<file path="src/rtl/apb_pkg.sv">
// +----------------------------------------------------------------------------+
// | Module      : apb_pkg                                                      |
// | Description : Shared APB requester types and ALU register slave addresses. |
// | Revision    : 1.0 - initial release                                        |
// +----------------------------------------------------------------------------+
`default_nettype none

package apb_pkg;

    typedef enum logic [1:0] {
        IDLE   = 2'd0,
        SETUP  = 2'd1,
        ACCESS = 2'd2,
        RESP   = 2'd3
    } APB_STATE_e;

    localparam logic [31:0] c_ALU_REG0_ADDR = 32'h10;
    localparam logic [31:0] c_ALU_REG1_ADDR = 32'h14;
    localparam logic [31:0] c_ALU_REG2_ADDR = 32'h18;
    localparam logic [31:0] c_ALU_REG3_ADDR = 32'h1C;

    localparam int unsigned c_DEFAULT_TIMEOUT_CYC = 16;

endpackage

`default_nettype wire

</file>
<file path="src/rtl/apb_cmd_master.sv">
// +----------------------------------------------------------------------------+
// | Module      : apb_cmd_master                                               |
// | Description : Single-command valid/ready to APB requester, one response    |
// |               per command. Optional ACCESS timeout: define                 |
// |               APB_CMD_MASTER_TIMEOUT_EN.                                   |
// | Revision    : 1.0 - initial release                                        |
// +----------------------------------------------------------------------------+
`default_nettype none

module apb_cmd_master
    import apb_pkg::*;
#(
    parameter int unsigned ADDR_W      = 32,
    parameter int unsigned DATA_W      = 32,
    parameter int unsigned TIMEOUT_CYC = c_DEFAULT_TIMEOUT_CYC
) (
    input  logic              clk,
    input  logic              reset_n,
    input  logic              cmd_valid,
    output logic              cmd_ready,
    input  logic              cmd_write,
    input  logic [ADDR_W-1:0] cmd_addr,
    input  logic [DATA_W-1:0] cmd_wdata,
    output logic              rsp_valid,
    input  logic              rsp_ready,
    output logic [DATA_W-1:0] rsp_rdata,
    output logic              rsp_err,
    output logic              psel,
    output logic              penable,
    output logic [ADDR_W-1:0] paddr,
    output logic              pwrite,
    output logic [DATA_W-1:0] pwdata,
    input  logic [DATA_W-1:0] prdata,
    input  logic              pready
);

    // The timeout counter is 8 bits wide, so the limit must fit in 1..256.
    if (TIMEOUT_CYC < 1 || TIMEOUT_CYC > 256) begin : g_bad_timeout
        $error("apb_cmd_master: TIMEOUT_CYC must be in 1..256");
    end

    APB_STATE_e        r_state, w_state_nxt;
    logic              r_psel, w_psel_nxt;
    logic              r_penable, w_penable_nxt;
    logic [ADDR_W-1:0] r_paddr, w_paddr_nxt;
    logic              r_pwrite, w_pwrite_nxt;
    logic [DATA_W-1:0] r_pwdata, w_pwdata_nxt;
    logic              r_rsp_valid, w_rsp_valid_nxt;
    logic [DATA_W-1:0] r_rsp_rdata, w_rsp_rdata_nxt;
    logic              r_rsp_err, w_rsp_err_nxt;
    logic              w_tmo_hit;

`ifdef APB_CMD_MASTER_TIMEOUT_EN
    localparam logic [7:0] c_TMO_LAST = 8'(TIMEOUT_CYC - 1);

    logic [7:0] r_tmo_cnt;

    // Counts ACCESS cycles without pready; cleared while in SETUP so it is 0 on ACCESS entry.
    always_ff @(posedge clk or negedge reset_n) begin
        if (!reset_n) begin
            r_tmo_cnt <= 8'd0;
        end else if (r_state == SETUP) begin
            r_tmo_cnt <= 8'd0;
        end else if (r_state == ACCESS && !pready) begin
            r_tmo_cnt <= r_tmo_cnt + 8'd1;
        end
    end

    assign w_tmo_hit = (r_tmo_cnt == c_TMO_LAST);
`else
    assign w_tmo_hit = 1'b0;
`endif

    always_ff @(posedge clk or negedge reset_n) begin
        if (!reset_n) begin
            r_state     <= IDLE;
            r_psel      <= 1'b0;
            r_penable   <= 1'b0;
            r_paddr     <= '0;
            r_pwrite    <= 1'b0;
            r_pwdata    <= '0;
            r_rsp_valid <= 1'b0;
            r_rsp_rdata <= '0;
            r_rsp_err   <= 1'b0;
        end else begin
            r_state     <= w_state_nxt;
            r_psel      <= w_psel_nxt;
            r_penable   <= w_penable_nxt;
            r_paddr     <= w_paddr_nxt;
            r_pwrite    <= w_pwrite_nxt;
            r_pwdata    <= w_pwdata_nxt;
            r_rsp_valid <= w_rsp_valid_nxt;
            r_rsp_rdata <= w_rsp_rdata_nxt;
            r_rsp_err   <= w_rsp_err_nxt;
        end
    end

    always_comb begin
        w_state_nxt     = r_state;
        w_psel_nxt      = r_psel;
        w_penable_nxt   = r_penable;
        w_paddr_nxt     = r_paddr;
        w_pwrite_nxt    = r_pwrite;
        w_pwdata_nxt    = r_pwdata;
        w_rsp_valid_nxt = r_rsp_valid;
        w_rsp_rdata_nxt = r_rsp_rdata;
        w_rsp_err_nxt   = r_rsp_err;
        case (r_state)
            IDLE: begin
                if (cmd_valid) begin
                    w_paddr_nxt  = cmd_addr;
                    w_pwrite_nxt = cmd_write;
                    w_pwdata_nxt = cmd_write ? cmd_wdata : '0;
                    w_psel_nxt   = 1'b1;
                    w_state_nxt  = SETUP;
                end
            end
            SETUP: begin
                w_penable_nxt = 1'b1;
                w_state_nxt   = ACCESS;
            end
            ACCESS: begin
                // pready has priority over a timeout expiring on the same cycle.
                if (pready) begin
                    w_psel_nxt      = 1'b0;
                    w_penable_nxt   = 1'b0;
                    w_rsp_valid_nxt = 1'b1;
                    w_rsp_rdata_nxt = r_pwrite ? '0 : prdata;
                    w_rsp_err_nxt   = 1'b0;
                    w_state_nxt     = RESP;
                end else if (w_tmo_hit) begin
                    w_psel_nxt      = 1'b0;
                    w_penable_nxt   = 1'b0;
                    w_rsp_valid_nxt = 1'b1;
                    w_rsp_rdata_nxt = '0;
                    w_rsp_err_nxt   = 1'b1;
                    w_state_nxt     = RESP;
                end
            end
            RESP: begin
                if (rsp_ready) begin
                    w_rsp_valid_nxt = 1'b0;
                    w_state_nxt     = IDLE;
                end
            end
            default: w_state_nxt = IDLE;
        endcase
    end

    assign cmd_ready = (r_state == IDLE);
    assign psel      = r_psel;
    assign penable   = r_penable;
    assign paddr     = r_paddr;
    assign pwrite    = r_pwrite;
    assign pwdata    = r_pwdata;
    assign rsp_valid = r_rsp_valid;
    assign rsp_rdata = r_rsp_rdata;
    assign rsp_err   = r_rsp_err;

endmodule

`default_nettype wire

</file>
<file path="config.mk">
export PLATFORM = sky130hd
export DESIGN_NAME = apb_cmd_master
export DESIGN_NICKNAME = d
export VERILOG_FILES = /design/src/rtl/apb_pkg.sv /design/src/rtl/apb_cmd_master.sv
export SDC_FILE = /design/constraint.sdc
export NUM_CORES = 1
export LEC_CHECK = 0
export BUFFER_PORTS_ARGS = -buffer_cell sky130_fd_sc_hd__buf_2
export CAP_MARGIN = 30
export CORE_MARGIN = 1.5
export CORE_UTILIZATION = 49
export DETAILED_ROUTE_END_ITERATION = 12
export PLACE_DENSITY = 0.95
export SKIP_CTS_REPAIR_TIMING = 1
export SYNTH_ARGS = -nofsm -noshare
export SYNTH_HDL_FRONTEND = slang
export SYNTH_SLANG_ARGS = --single-unit
</file>
<file path="constraint.sdc">
create_clock -name clk -period 4.4 [get_ports clk]
set_input_delay 0.88 -clock clk [delete_from_list [all_inputs] [get_ports clk]]
set_output_delay 0.88 -clock clk [all_outputs]
set_load 0.02 [all_outputs]
</file>
==> metrics.md, run 1 <==
| Metric | Value |
|---|---|
| Result of the run | finished clean |
| Worst hold slack | 0.3518 ns |
| Detailed Place HPWL | 7120 µm |
| Sw Share | 0.4265 |
| Starting Density | 0.5037 |
| IO Pins | just over 200 |
| Peak Freq | about 0.42 GHz |
| Worst slew pin tran | 0.9456 ns |
| Leak | 2.879 nW |
| Vias in the first global route | between 3k and 4k |
| Post-route ant nets | 0 |
| DRC | 0 |
| WP data required | between 3 and 4 ns |
| Worst-path clk slew | 0.11 ns |
| Number of detailed-route iterations in the first pass | 4 |
| Wirelength, routed | 9549 µm |
| Sequential area share after synthesis | 0.6167 |
| Prevailing post-synth register cell | dfrtp_1 |
| P&R area growth vs syn | 30.83% |
| Syn avg cell area | 10.78 µm² |
| Vias/cell | 4.899 |
| Cell Area, Placed | 5221 µm² |
| Cell Chain, Critical Path | buf_2 |
| Final hold violations | 0 |
| # fillers | 645 |
| Initial DRC Count | 102 |
| Grt ovf | 0 |
| Clk_lat worst skew | approximately 0.36 ns |
| PortBufs | 202 |
| Synth async-reset ratio | 1.000 |
| Std-Cell Rows | 33 |
| Ant diodes | 0 |
| CTS Buf Count | 9 |
| Die Ht | 94.91 µm |
| Sink Count | 102 |
| Period utilization | 0.5414 |
| Peak supply drop | between 400 and 500 µV |
| Switching power | 1.699 mW |
| Clock power frac | 0.141 |
| Yosys warning total | 0 |
| CTS Buffer Depth | 2 |
| RSZ-0062 raised after global routing | no |
| CP Class | flop to output port |
| GRT Total Usage | 0.2098 |
| Delay-heaviest family, CP | flip-flops |
| Post-route cell area | 5415 µm² |
| Placer Congestion | a little under 0.8 |
| Slowest-stage cell, CP | dfrtp_1 |
| Sequential Power Share | 0.407 |
| Width of the die | 94.91 µm |
| Yosys cell types | 21 |
| Total power | 3.985 mW |
| Slew Limit Fails | 0 |
| Max FO, Critical Path | 34 |
| Drt wl/cell | around 14 µm |
| Int Power | about 2.3 mW |
| Register bit total from synthesis | slightly above 100 |
| Largest net degree at the start of global routing | 98 |
| Via count | 3351 |
| Worst EP arrival | 1.50 ns |
| Share of cells above drive strength 1 | 0.4439 |
| CP endpoint kind | output port |
| CP peak stage delay | 0.85 ns |
| Final setup violation count | 0 |
| Power per cell area | 735.9 nW/µm² |
| Synth Cell Area | 4139 µm² |
| Die area | 9007 µm² |
| WP buf/inv | 1 |
| EDFF count, synth | 0 |
| Logic pwr share | 0.452 |
| Syn Nets | 492 |
| H-Tree Depth | 3 |
| Slew headroom | 0.3696 |
| Max-Cap Viols | 0 |
| First-pass GRT wire length | ~15000 µm |
| Final setup TNS | 0 ns |
| Worst min-delay path class | input pin to async pin |
| Setup Skew | 0.01743 ns |
| Final cell utilization of the core | 0.6591 |
| Fin crit period | 2.382 ns |
| Worst Setup Start Kind | flop |
| Root Buffer | clkbuf_8 |
| Initial antenna violation count | 0 |
| CTS tree | yes |
| Placeable Area | a little over 8000 µm² |
| Nets | 682 |
| Gate Count Post-Synth | approximately 380 |
cell type report:
class | instances | area (µm²) | share of cell area
clock buffer | 10 | 137.6 | 0.02542
sequential | 102 | 2552 | 0.4714
tap | 105 | 131.4 | 0.02426
timing repair buffer | 204 | 1049 | 0.1936
inverter | 5 | 18.77 | 0.003466
multi-input combinational | 252 | 1470 | 0.2715
clock inverter | 6 | 56.30 | 0.01040
path summary, 6_finish.rpt:
kind / from / end / slack [ns] / cells past startpoint
worst max-delay path: pwrite / pwrite / 2.02 / 1
worst max register to register: r_state[1] / paddr[2] / 2.31 / 4
max in group asynchronous: reset_n / pwdata[26] / 3.12 / 3
worst min-delay path: reset_n / rsp_rdata[24] / 0.35 / 1
worst min register to register: penable / penable / 0.48 / 2
min in group clk: penable / penable / 0.48 / 2
kinds of logic after synthesis:
logic type / after synthesis / share of synthesized area
AND/OR/NAND/NOR: 138 / 0.1463
flip-flops: 102 / 0.6167
AO/OA/AOI/OAI: 71 / 0.09008
multiplexers: 36 / 0.09734
buffers and inverters: 30 / 0.03053
adder cells (fa/ha/maj): 6 / 0.01814
other: 1 / 0.0009060
placed cells by master, fill, tap and decap left out, drive strengths merged:
master	instances
buf	204
dfrtp	102
nand2	100
o21ai	66
nand2b	34
mux2	34
clkbuf	10
ha	6
inv	6
clkinv	5
nor2	3
mux2i	2
a211oi	2
a222oi	1
a22o	1
a31o	1
nor2b	1
conb	1
power by group through the flow:
| stage | logic, mW | clock network (mW) | registers [mW] |
|---|---|---|---|
| 2_1_floorplan | 0.675 | 0 | 2.12 |
| 3_3_place_gp | 1.74 | 0 | 1.61 |
| 3_5_place_dp | 1.82 | 0 | 1.64 |
| 4_1_cts | 1.82 | 0.575 | 1.63 |
| 5_1_grt | 1.97 | 0.617 | 1.68 |
| 6_report | 1.80 | 0.561 | 1.62 |
state kept, by name, summed over array words and instances (netlist names):
name       flops
paddr         32
pwdata        32
rsp_rdata     32
r_state        2
penable        1
psel           1
pwrite         1
rsp_valid      1
routing by layer:
metal	part of all wire	vias to the layer above	global-route usage
met3	0.063	30	0.05072
met1	0.41	1548	0.2588
met4	0.028	0	0.09453
met5	0	-	0
li1	-	1628	-
met2	0.50	145	0.3482
synthesized netlist by cell type (2+ instances only):
library cell    n  share of area
clkbuf_1       16          0.015
o21ai_0        61          0.074
ha_1            6          0.018
nand2_1       100          0.091
mux2_2         33          0.090
buf_2           8         0.0097
inv_1           4         0.0036
dfrtp_1       102           0.62
a211oi_1        2         0.0036
nor2_1          3         0.0027
nand2b_1       34          0.051
o21ai_1         5         0.0060
mux2i_1         2         0.0048
stage by stage:
stage / setup slack [ns] / std cells
after global routing: 1.911 / 684
final: 2.018 / 684
after detailed placement: 2.119 / 668
after floorplan: 2.598 / 384
after global placement: 2.162 / 667
after CTS: 2.014 / 684
Note: power is estimated with default switching activity, not from simulation.
==> run 2: changes to the inputs <==
--- a/config.mk
+++ b/config.mk
@@ -8,9 +8,9 @@
 export BUFFER_PORTS_ARGS = -buffer_cell sky130_fd_sc_hd__buf_2
 export CAP_MARGIN = 30
 export CORE_MARGIN = 1.5
-export CORE_UTILIZATION = 49
+export CORE_UTILIZATION = 41
 export DETAILED_ROUTE_END_ITERATION = 12
-export PLACE_DENSITY = 0.95
+export PLACE_DENSITY = 0.86
 export SKIP_CTS_REPAIR_TIMING = 1
 export SYNTH_ARGS = -nofsm -noshare
 export SYNTH_HDL_FRONTEND = slang
==> constraint.sdc (replaced) <==
create_clock -name clk -period 2.1 [get_ports clk]
set_input_delay 0.42 -clock clk [delete_from_list [all_inputs] [get_ports clk]]
set_output_delay 0.42 -clock clk [all_outputs]
set_load 0.02 [all_outputs]
==> metrics.md, run 2 (synthesis results as in run 1) <==
| Metric | Value |
|---|---|
| Vias in the first global route | 3162 |
| Final setup violation count | 0 |
| Leak | 2.911 nW |
| Grt ovf | 0 |
| P&R area growth vs syn | 33.59% |
| Nets | 689 |
| Width of the die | 103.5 µm |
| Reg2reg start | r_state[1] |
| Worst slew pin tran | 0.7753 ns |
| Slew headroom | 0.4831 |
| Root Buffer | clkbuf_8 |
| Wl on met1 | 3944 µm |
| Max FO, Critical Path | 34 |
| CTS Buf Count | 9 |
| Final worst slack | approximately 0.18 ns |
| Result of the run | finished clean |
| CP endpoint kind | output port |
| Fin crit period | 1.922 ns |
| Wirelength, routed | between 9000 and 10000 µm |
| CP peak stage delay | 0.85 ns |
| # fillers | 874 |
| Drt wl/cell | 13.78 µm |
| Sequential Power Share | 0.399 |
| Detailed Place HPWL | 7437 µm |
| Worst EP arrival | 1.50 ns |
| WP data required | 1.68 ns |
| IO Pins | 204 |
| Logic pwr share | 0.452 |
| Worst-path clk slew | 0.11 ns |
| Clk_lat worst skew | 0.35 ns |
| Share of cells above drive strength 1 | 0.4471 |
| Std-Cell Rows | 36 |
| Max-Cap Viols | 0 |
| CP Class | flop to output port |
| Peak Freq | 0.5204 GHz |
| Post-route ant nets | 0 |
| Number of detailed-route iterations in the first pass | 5 |
| Reg2reg end | r_state[1] |
| Sink Count | 102 |
| Cell Chain, Critical Path | buf_2 |
| DR WL met3 | 728 µm |
| Most common cell after layout, fill and taps aside | buf_2 |
| Initial DRC Count | 58 |
| Multi-input gate area | 1468 µm² |
| Register area | 2552 µm² |
| Placeable Area | 9774 µm² |
| Met2 WL | roughly 5000 µm |
| Final cell utilization of the core | 0.5657 |
| Largest net degree at the start of global routing | 65 |
| Via count | 3378 |
| First-pass GRT wire length | approximately 14000 µm |
| Final hold violations | 0 |
| Cell total after placement | about 700 |
| Die area | roughly 11000 µm² |
| Placer Congestion | around 0.77 |
| H-Tree Depth | 3 |
| Power per cell area | 1540 nW/µm² |
| Final setup TNS | 0 ns |
| Setup Skew | 0.008816 ns |
| Dpl ws | 0.3558 ns |
| Sw Share | 0.4212 |
| Worst min-delay path class | input pin to flop |
| CTS Buffer Depth | 2 |
| Highest layer used for signal routing | met4 |
| Most frequent cells in the layout | buf_2 (201), dfrtp_1 (102), nand2_1 (99), o21ai_0 (61), nand2b_1 (34) |
| Slowest-stage cell, CP | dfrtp_1 |
| Final cell count without fillers | between 700 and 800 |
| RSZ-0062 raised after global routing | no |
| DRC | 0 |
| GRT Total Usage | 0.1747 |
| WP buf/inv | 1 |
| Hold Crit Depth | 2 |
| Int Power | between 4 and 5 mW |
| Initial antenna violation count | 0 |
| Clock power frac | 0.149 |
| Period utilization | 0.9151 |
| R2r setup slk | 0.36 ns |
| Peak supply drop | between 700 and 800 µV |
| PortBufs | 202 |
| Vias/cell | 4.698 |
| Hold Crit Start | cmd_addr[20] |
| Ant diodes | 0 |
| Switching power | roughly 3.6 mW |
| Slew Limit Fails | 0 |
| Hold endpoint | paddr[20] |
| CTS tree | yes |
| Starting Density | 0.4235 |
| Delay-heaviest family, CP | flip-flops |
| Worst Setup Start Kind | flop |
| Worst r2r path cells | 4 |
| Die Ht | about 100 µm |
run 2: cell count changes in the layout (fill, tap and decap cells not counted), moves of 2 or more:
cell | before | now
clkinvlp_4 | 0 | 3
buf_4 | 2 | 6
buf_12 | 0 | 3
clkinv_4 | 3 | 0
inv_6 | 1 | 3
run 2: layer usage:
| metal | vias to the layer above | GRT usage |
|---|---|---|
| met5 | - | 0 |
| met4 | 0 | 0.06965 |
| met3 | 15 | 0.04570 |
| met2 | 124 | 0.3077 |
| met1 | 1588 | 0.2029 |
| li1 | 1651 | - |
run 2: area by class of cell:
cell class / count / share of cell area
clock buffers: 9 / 0.02240
repair buffers: 211 / 0.2028
inverters: 5 / 0.003394
multi-input cells: 252 / 0.2654
flip-flops and latches: 102 / 0.4616
clock inverters: 7 / 0.01426
well taps: 133 / 0.03010
run 2: how the worst max path moves through the flow:
stage | from | to | slack, ns | cells after the start
6_report | pwrite | pwrite | 0.18 | 1
5_1_grt | pwrite | pwrite | 0.03 | 1
4_1_cts | pwrite | pwrite | 0.13 | 1
3_5_place_dp | r_state[0] | r_state[1] | 0.36 | 4
3_3_place_gp | r_state[0] | r_state[1] | 0.48 | 4
2_1_floorplan | r_state[0] | pwdata[25] | 0.45 | 7
run 2: per-stage QoR:
stage          power [mW]  instance area, µm²  hold slack, ns
3_3_place_gp        7.133                5316          0.3683
4_1_cts             8.615                5519        -0.02486
2_1_floorplan       5.853                4139          0.1244
6_report            8.515                5529          0.2812
3_5_place_dp        7.336                5316          0.3750
5_1_grt             9.117                5529          0.2677
run 2: power by group through the flow:
stage | combinational [mW] | clock, mW | sequential, mW
floorplan | 1.41 | 0 | 4.44
global placement | 3.74 | 0 | 3.39
detailed placement | 3.89 | 0 | 3.44
CTS | 3.90 | 1.31 | 3.40
global route | 4.20 | 1.39 | 3.52
finish | 3.85 | 1.27 | 3.40
==> run 3: changes to the inputs <==
--- a/config.mk
+++ b/config.mk
@@ -8,9 +8,9 @@
 export BUFFER_PORTS_ARGS = -buffer_cell sky130_fd_sc_hd__buf_2
 export CAP_MARGIN = 30
 export CORE_MARGIN = 1.5
-export CORE_UTILIZATION = 41
+export CORE_UTILIZATION = 49
 export DETAILED_ROUTE_END_ITERATION = 12
-export PLACE_DENSITY = 0.86
+export PLACE_DENSITY = 0.95
 export SKIP_CTS_REPAIR_TIMING = 1
 export SYNTH_ARGS = -nofsm -noshare
 export SYNTH_HDL_FRONTEND = slang
==> constraint.sdc (replaced) <==
create_clock -name clk -period 2.43 [get_ports clk]
set_input_delay 0.486 -clock clk [delete_from_list [all_inputs] [get_ports clk]]
set_output_delay 0.486 -clock clk [all_outputs]
set_load 0.02 [all_outputs]
==> metrics.md, run 3 (synthesis results as in run 1) <==
| Metric | Value |
|---|---|
| Wirelength, routed | slightly below 10000 µm |
| Clk_lat worst skew | 0.35 ns |
| Detailed Place HPWL | 7242 µm |
| Grt ovf | 0 |
| Delay-heaviest family, CP | flip-flops |
| CP endpoint kind | output port |
| Via count | ~3.4k |
| Leak | 2.879 nW |
| Peak Freq | just over 0.5 GHz |
| P&R area growth vs syn | 31.26% |
| Peak supply drop | 642.6 µV |
| Period utilization | 0.8144 |
| Most common cell after layout, fill and taps aside | buf_2 |
| PortBufs | 202 |
| # fillers | 685 |
| Die Ht | 94.91 µm |
| CTS Buf Count | 9 |
| Initial antenna violation count | 0 |
| Starting Density | 0.5037 |
| Slew headroom | 0.4854 |
| Power per cell area | 1327 nW/µm² |
| Number of detailed-route iterations in the first pass | 4 |
| WP buf/inv | 1 |
| Initial DRC Count | 96 |
| Ant diodes | 0 |
| Placer Congestion | 0.7795 |
| Worst min-delay path class | input pin to async pin |
| Worst EP arrival | 1.49 ns |
| Nets | 685 |
| Slew Limit Fails | 0 |
| GRT Total Usage | 0.2102 |
| Setup Skew | 0.01189 ns |
| CTS Buffer Depth | 2 |
| Vias/cell | about 4.9 |
| Result of the run | finished clean |
| Slowest-stage cell, CP | dfrtp_1 |
| Worst hold slack | 0.1464 ns |
| Worst slew pin tran | 0.7719 ns |
| Most frequent cells in the layout | buf_2 (201), dfrtp_1 (102), nand2_1 (98), o21ai_0 (61), nand2b_1 (34) |
| Drt wl/cell | approximately 14 µm |
| Share of cells above drive strength 1 | 0.4450 |
| CP peak stage delay | between 0.8 and 0.9 ns |
| Root Buffer | clkbuf_8 |
| CP Depth | 1 |
| Placeable Area | 8217 µm² |
| Max-Cap Viols | 0 |
| Width of the die | 94.91 µm |
| CP Class | flop to output port |
| IO Pins | 204 |
| First-pass GRT wire length | 14560 µm |
| WP data required | 1.94 ns |
| Vias in the first global route | 3292 |
| DRC | 0 |
| Post-route ant nets | 0 |
| Max FO, Critical Path | 34 |
| H-Tree Depth | 3 |
| Worst Setup Start Kind | flop |
| Worst r2r path cells | 5 |
| RSZ-0062 raised after global routing | no |
| Final setup violation count | 0 |
| Sink Count | 102 |
| Std-Cell Rows | 33 |
| Die area | 9007 µm² |
| Worst-path clk slew | 0.11 ns |
| Cell Chain, Critical Path | buf_2 |
| CTS tree | yes |
| Largest net degree at the start of global routing | 65 |
| Final hold violations | 0 |
| Final setup TNS | 0 ns |
| Fin crit period | 1.979 ns |
-- run 3: changes by cell type in the layout (fill, tap and decap cells not counted) --
cell | previous run | this run
buf_4 | 6 | 4
inv_6 | 3 | 1
buf_12 | 3 | 2
bufinv_16 | 1 | 0
clkbuf_1 | 0 | 1
clkbuf_8 | 9 | 10
dlygate4sd3_1 | 1 | 0
inv_8 | 0 | 1
nand2_1 | 99 | 98
nand2_2 | 0 | 1
-- run 3: final cells by class --
class / instances / area, µm² / share of cell area
flip-flops and latches: 102 / 2552 / 0.4698
multi-input cells: 252 / 1470 / 0.2706
repair buffers: 207 / 1076 / 0.1981
clock buffers: 11 / 141.4 / 0.02602
well taps: 105 / 131.4 / 0.02418
clock inverters: 5 / 42.54 / 0.007830
inverters: 5 / 18.77 / 0.003455
-- run 3: metrics by stage --
stage | total power [mW] | std cells | setup slack [ns] | utilization | instance area [µm²]
finish | 7.211 | 687 | 0.4510 | 0.6612 | 5433
global route | 7.714 | 687 | 0.3267 | 0.6612 | 5433
CTS | 7.286 | 687 | 0.4521 | 0.6612 | 5433
detailed placement | 6.289 | 671 | 0.5950 | 0.6388 | 5249
global placement | 6.102 | 671 | 0.7199 | 0.6388 | 5249
floorplan | 5.058 | 384 | 0.7850 | - | 4139
-- run 3: path summary, 6_finish.rpt --
kind                                   start       endpoint  slack (ns)
worst max-delay path                  pwrite         pwrite        0.45
worst min-delay path                 reset_n  rsp_rdata[29]        0.15
worst max register to register    r_state[1]      paddr[30]        0.61
worst min register to register  rsp_rdata[2]   rsp_rdata[2]        0.48
max in group asynchronous            reset_n      paddr[19]        1.59
min in group clk                cmd_addr[18]      paddr[18]        0.36
-- run 3: per-layer routing --
| layer | vias to the layer above | share of wire | GRT usage |
|---|---|---|---|
| met5 | - | 0 | 0 |
| met4 | 0 | 0.018 | 0.07960 |
| met3 | 17 | 0.071 | 0.05153 |
| met2 | 132 | 0.52 | 0.3792 |
| met1 | 1604 | 0.39 | 0.2382 |
| li1 | 1635 | - | - |
-- run 3: power by group --
group | total [mW] | internal, mW | switching, mW
Combinational | 3.29 | 1.27 | 2.02
Clock | 0.993 | 0.412 | 0.580
Sequential | 2.93 | 2.47 | 0.457
